**config.mk**
```make
export PLATFORM = sky130hd
export DESIGN_NAME = sd_spi_master
export DESIGN_NICKNAME = d
export VERILOG_FILES = /design/src/rtl/sd_spi_master_pkg.sv /design/src/rtl/sd_spi_master.sv
export SDC_FILE = /design/constraint.sdc
export NUM_CORES = 1
export LEC_CHECK = 0
export CAP_MARGIN = 0
export CORE_MARGIN = 8
export CORE_UTILIZATION = 30
export CTS_CLUSTER_DIAMETER = 150
export DETAILED_ROUTE_END_ITERATION = 8
export PLACE_DENSITY = 0.51
export SLEW_MARGIN = 15
export SYNTH_ARGS = -nofsm -noshare
export SYNTH_HDL_FRONTEND = slang
export SYNTH_SLANG_ARGS = --single-unit
```
**constraint.sdc**
```tcl
create_clock -name fclk -period 2.4 [get_ports fclk]
set_input_delay 0.24 -clock fclk [delete_from_list [all_inputs] [get_ports fclk]]
set_output_delay 0.24 -clock fclk [all_outputs]
set_load 0.01 [all_outputs]
```
**src/rtl/sd_spi_master_pkg.sv**
```systemverilog
// Shared definitions for the SD card SPI master: idle fill byte and FSM encodings.
package sd_spi_master_pkg;

   localparam logic [7:0] SD_IDLE_BYTE = 8'hFF;

   typedef enum logic [1:0] {
      SPI_IDLE = 2'd0,
      SPI_LOW  = 2'd1,
      SPI_HIGH = 2'd2
   } spi_state_e;

endpackage

```
**src/rtl/sd_spi_master.sv**
```systemverilog
// SPI mode 0 master, MSB first, one 8-bit exchange per start pulse.
// SCK half-period is HALF_DIV fclk cycles.
//
// state    | meaning
// ---------+------------------------------------------------------------
// SPI_IDLE | SCK low, MOSI high, waiting for start
// SPI_LOW  | SCK low half-period, MOSI holds the bit being set up
// SPI_HIGH | SCK high half-period, MISO bit already captured on rising edge
module sd_spi_master
   import sd_spi_master_pkg::*;
#(
   parameter int HALF_DIV = 1
) (
   input  logic       fclk,
   input  logic       rst_n,
   input  logic       start,
   input  logic [7:0] datain,
   output logic [7:0] dataout,
   output logic       busy,
   output logic       done,
   output logic       sdclk,
   output logic       sdo,
   input  logic       sdi
);

   localparam int DIV_W = (HALF_DIV > 1) ? $clog2(HALF_DIV) : 1;
   localparam logic [DIV_W-1:0] DIV_LAST = DIV_W'(HALF_DIV - 1);

   spi_state_e       state_q, state_d;
   logic [7:0]       shreg_q, shreg_d;
   logic [7:0]       dataout_q, dataout_d;
   logic [DIV_W-1:0] divcnt_q, divcnt_d;
   logic [2:0]       bitcnt_q, bitcnt_d;
   logic             sdclk_q, sdclk_d;
   logic             sdo_q, sdo_d;
   logic             busy_q, busy_d;
   logic             done_q, done_d;
   logic             div_end;

   assign div_end = (divcnt_q == DIV_LAST);

   always_comb begin
      state_d   = state_q;
      shreg_d   = shreg_q;
      dataout_d = dataout_q;
      divcnt_d  = divcnt_q;
      bitcnt_d  = bitcnt_q;
      sdclk_d   = sdclk_q;
      sdo_d     = sdo_q;
      busy_d    = busy_q;
      done_d    = 1'b0;
      case (state_q)
         SPI_IDLE: begin
            sdclk_d = 1'b0;
            sdo_d   = 1'b1;
            if (start && !busy_q) begin
               shreg_d  = datain;
               sdo_d    = datain[7];
               busy_d   = 1'b1;
               divcnt_d = '0;
               bitcnt_d = 3'd0;
               state_d  = SPI_LOW;
            end
         end
         SPI_LOW: begin
            if (div_end) begin
               sdclk_d  = 1'b1;
               shreg_d  = {shreg_q[6:0], sdi};
               divcnt_d = '0;
               state_d  = SPI_HIGH;
            end else begin
               divcnt_d = divcnt_q + 1'b1;
            end
         end
         SPI_HIGH: begin
            if (div_end) begin
               sdclk_d  = 1'b0;
               divcnt_d = '0;
               if (bitcnt_q == 3'd7) begin
                  dataout_d = shreg_q;
                  done_d    = 1'b1;
                  busy_d    = 1'b0;
                  sdo_d     = 1'b1;
                  state_d   = SPI_IDLE;
               end else begin
                  // shreg has already shifted once, so [7] is the next bit to send
                  sdo_d    = shreg_q[7];
                  bitcnt_d = bitcnt_q + 3'd1;
                  state_d  = SPI_LOW;
               end
            end else begin
               divcnt_d = divcnt_q + 1'b1;
            end
         end
         default: state_d = SPI_IDLE;
      endcase
   end

   always_ff @(posedge fclk or negedge rst_n) begin
      if (!rst_n) begin
         state_q   <= SPI_IDLE;
         shreg_q   <= '0;
         dataout_q <= SD_IDLE_BYTE;
         divcnt_q  <= '0;
         bitcnt_q  <= 3'd0;
         sdclk_q   <= 1'b0;
         sdo_q     <= 1'b1;
         busy_q    <= 1'b0;
         done_q    <= 1'b0;
      end else begin
         state_q   <= state_d;
         shreg_q   <= shreg_d;
         dataout_q <= dataout_d;
         divcnt_q  <= divcnt_d;
         bitcnt_q  <= bitcnt_d;
         sdclk_q   <= sdclk_d;
         sdo_q     <= sdo_d;
         busy_q    <= busy_d;
         done_q    <= done_d;
      end
   end

   assign dataout = dataout_q;
   assign busy    = busy_q;
   assign done    = done_q;
   assign sdclk   = sdclk_q;
   assign sdo     = sdo_q;

endmodule

```
======== Word-level counts from Yosys, hierarchy flattened ========
Cells that the tools add are included.
cells by class
  reductions and logical operators ........ 16
  eq/ne operators ......................... 8
  bitwise logic cells ..................... 1
  add/subtract/negate cells ............... 2
  muxes and demuxes ....................... 29
operators by type and width
  cell                                                                   count
  8-bit two-way mux                                                      2
  8-bit case mux with 2 select lines                                     1
  1-bit two-way mux                                                      14
  3-bit AND reduction                                                    4
  2-bit != test, second input constant                                   5
  3-bit two-way mux                                                      3
  4-bit AND reduction                                                    2
  2-bit two-way mux                                                      3
  1-bit case mux with 2 select lines                                     3
  2-bit case mux with 3 select lines                                     1
  3-bit case mux with 2 select lines                                     1
  2-bit nonzero test                                                     3
  2-bit AND reduction                                                    2
  3-bit by 1-bit adder with 3-bit output, second input constant          1
  3-bit equality test, second input constant                             1
  1-bit case mux with 3 select lines                                     1
  3-bit nonzero test                                                     1
  2-bit by 1-bit equality test with 1-bit output, second input constant  1
  2-bit equality test, second input constant                             1
  2-bit zero test                                                        1
  2-bit OR reduction                                                     1
  1-bit adder, second input constant                                     1
  1-bit logical AND                                                      1
  1-bit zero test                                                        1
  1-bit NOT                                                              1
word-level totals
  register bits ........................... 26
  logic and storage cells ................. 65
  output and inout port bits .............. 12
  bits of input ports ..................... 12

======== Logic depth before layout (Yosys ltp) ========
  word-level depth ........................ 4
  depth in mapped cells ................... 5
  gate-level depth less buffers ........... 5

======== Worst setup path before layout ========
No wires, ideal clock.
  kind .................................... register to register
  start point ............................. register bitcnt_q[0]
  end point ............................... register dataout_q[0] (netlist: dataout[0])
  period minus slack after synthesis ...... 1.368 ns
  stages on the path, launching flop included .. 5
  setup time .............................. 0.082 ns
  path buffers ............................ 0
  data arrival time ....................... 1.286 ns
  path slack .............................. 1.032 ns
  required time ........................... 2.318 ns
  cells stage by stage .................... dfrtp_1 > ha_1 > ha_1 > nand3_4 > mux2_4
on the way
  word-level cells in the longest chain between the ends .. 2
RTL lines
  item                           RTL line              RTL
  from (decl)                    sd_spi_master.sv:33   logic [2:0] bitcnt_q, bitcnt_d;
  from (signal assigned)         sd_spi_master.sv:115  bitcnt_q <= bitcnt_d;
  3-bit equality test            sd_spi_master.sv:79   if (bitcnt_q == 3'd7) begin
  3-bit AND reduction (no line)  --
  to (signal assigned)           sd_spi_master.sv:113  dataout_q <= dataout_d;
  to (decl)                      sd_spi_master.sv:31   logic [7:0] dataout_q, dataout_d;
No other way between the ends.
A chain may end at the register's enable or synchronous reset.

======== Final worst setup path ========
  start point ............................. register sdo_q (netlist: sdo)
  end point ............................... output port sdo
RTL lines
  item                    RTL line              RTL
  from (decl)             sd_spi_master.sv:35   logic sdo_q, sdo_d;
  from (signal assigned)  sd_spi_master.sv:117  sdo_q <= sdo_d;
  to (decl)               sd_spi_master.sv:22   output logic sdo,
No word-level cell between the ends.

==> metrics <==
Worst path depth 1; DPL Wire Length 1780 µm; IO Port Bufs 23; GRT Util Overall 8.18%; total CTS buffers 3; TNS Setup 0 ps; mapped cell area 1200 µm²; remaining antenna violation count 0; Area growth syn-to-layout 26.0%; number of global-route vias before repair 859; cts hold-fix bufs 0; reg2reg path depth 3; period utilization 65.9%; worst r2r src state_q[0]$_DFFE_PN0P_; clock-pin transition on the worst setup and hold timing paths 90 ps; WP data arrival 1340 ps; multi-input logic area 507 µm²; global route overflow 0; commonest register cell after synthesis dfrtp_1; CP Max Fanout 2; Clock Tree Root clkbuf_8; 1st-iter DRT viols 41; minimum clock period 1580 ps; most common cell in the netlist dfrtp_1; Die W 79.3 µm; pwr/cell area 963 nW/µm²; H-tree levels 1; fin worst setup slack 818 ps; crit-path max cell delay 540 ps; Layout Nets 132; antenna fix cells 0; Yosys cell types 25; post-layout util 38.4%; outcome complete, no violations; critical path class flip-flop to output pin; largest net degree at the start of global routing 26; layout cells sized above 1 25.9%; commonest cells in the netlist dfrtp_1 (16), dfstp_2 (9); unrepaired setup endpoints after global routing false; reg-to-reg endpoint dataout[7]$_DFFE_PN1P_; GPL Wtd Cong 0.676; Hold Path Class input port to async pin; area fraction of the dominant cell type after synthesis 33.3%; met3 Usage GRT 3.39%; Avg WL per Cell 14.8 µm; Sink Count 25; Buf+Inv Stages, Crit Path 1; crit path cell chain clkdlybuf4s50_1; Synth area leaders dfrtp_1 (33%), dfstp_2 (20%), mux2_4 (10%); crit end category output pin; post-synthesis net count 107; Worst-Margin Slew 557 ps; post-synthesis async set-or-reset flop share 100%; # rows 23; clock skew 5.51 ps; starting density of the core 30.5%; DRT Pass-1 Iters 4; max-capacitance violation count 0; Final Hold Viols 0; PostCTS Resize Cnt 0; Die ar. 6290 µm²; Fmax 0.632 GHz; Slowest-stage cell, CP dfstp_2; Synth Instances 92; Boundary Pins 24; #FFs+latches synth 25; delay-heaviest family, CP flip-flops; Yosys warnings 0; register area 637 µm²; CP required 2160 ps; first-pass GRT wire length 4130 µm; Worst Setup Start Kind flip-flop; average size of a mapped cell 13.1 µm²; DR vias/cell 4.76; Final Power 1.46 mW; max_slew headroom 62.7%; initial antenna violation count 0; DRC 0; pre-CTS WS 596 ps; core area 3940 µm²; Seq/Total Area, Yosys 53.0%; Max Slew Vio Count 0; LEAKAGE 0.640 nW; cell taking the most area after synthesis dfrtp_1; final wirelength 2450 µm; Setup Fix Bufs, Post-CTS 0; clock buffer depth 2; busiest grt layer met2; Worst VDD drop 0.237 mV; Filler cells 383; die span in y 79.3 µm; worst-skew pair later-pin latency 260 ps; GRT met1 Usage 10.1%; FF-to-FF setup slack 890 ps; DR vias 790; Final setup viols 0; EDFF count, synth 0; CTS tree done; M2 GR Usage 12.7%
==> per-stage QoR <==
| step | hold slack, ps | std cells | area (µm²) |
|---|---|---|---|
| after CTS | 348 | 166 | 1520 |
| after global routing | 370 | 166 | 1520 |
| after global placement | 498 | 162 | 1470 |
| final | 337 | 166 | 1520 |
| after floorplan | -55.6 | 92 | 1200 |
| after detailed placement | 500 | 162 | 1470 |
==> cell type report <==
cell class | instances | area share (%)
multi-input combinational | 57 | 33.4
tap | 50 | 4.13
timing repair buffer | 25 | 16.2
inverter | 5 | 1.24
clock buffer | 4 | 2.97
sequential | 25 | 42.0
==> registers in the layout (all words and copies together) (netlist names) <==
register and flops:
bitcnt_q 3, dataout 8, state_q 2, shreg_q 8
sdo 1, busy 1, done 1, sdclk 1
==> where the power goes <==
part           internal (mW)  switching [mW]
sequential             0.597           0.107
combinational          0.318           0.192
clock                  0.118           0.127
==> worst reg2reg max path, delay by kind of cell (launching register included) <==
kind	cells	cell delay (ps)
muxes	1	320
and+or+nand+nor	1	240
DFF	1	640
buffers and inverters	1	230
==> metal layers <==
metal	part of all wire (%)	up-vias
li1	-	381
met1	45	393
met2	48	14
met3	7.2	2
met4	0.29	0
met5	0	-
==> how the worst max path moves through the flow <==
stage / startpoint / endpoint / slack (ps)
3_3_place_gp: start / bitcnt_q[1]$_DFFE_PN0P_ / 650
6_report: sdo$_DFFE_PN1P_ / sdo / 820
4_1_cts: sdo$_DFFE_PN1P_ / sdo / 800
5_1_grt: state_q[0]$_DFFE_PN0P_ / dataout[2]$_DFFE_PN1P_ / 770
2_1_floorplan: bitcnt_q[0]$_DFFE_PN0P_ / dataout[0]$_DFFE_PN1P_ / 1030
3_5_place_dp: start / bitcnt_q[1]$_DFFE_PN0P_ / 600
==> cells in the final DEF, fill, tap and decap left out <==
cell type,instances
clkdlybuf4s50_1,23
dfrtp_1,16
dfstp_2,9
and2_1,8
a31oi_1,8
o2bb2ai_1,8
mux2_4,8
a22o_1,5
nor2_1,4
inv_1,3
ha_1,3
clkbuf_8,3
inv_2,2
o21ai_1,2
a21oi_1,2
buf_4,2
nand3_4,1
nor2b_2,1
o21bai_4,1
mux2_2,1
nor2_2,1
a221oi_2,1
a21o_1,1
o21ai_0,1
mux2i_1,1
clkbuf_1,1
==> cell families after synthesis <==
kind of cell               Yosys count  synth area share, %
muxes                               10                 11.8
buffers and inverters               10                 4.89
adders and majority gates            3                 3.12
DFF                                 25                 53.0
AOI/OAI and AO/OA                   29                 19.1
and+or+nand+nor                     15                 8.12
Power figures use the tool's default switching activity.
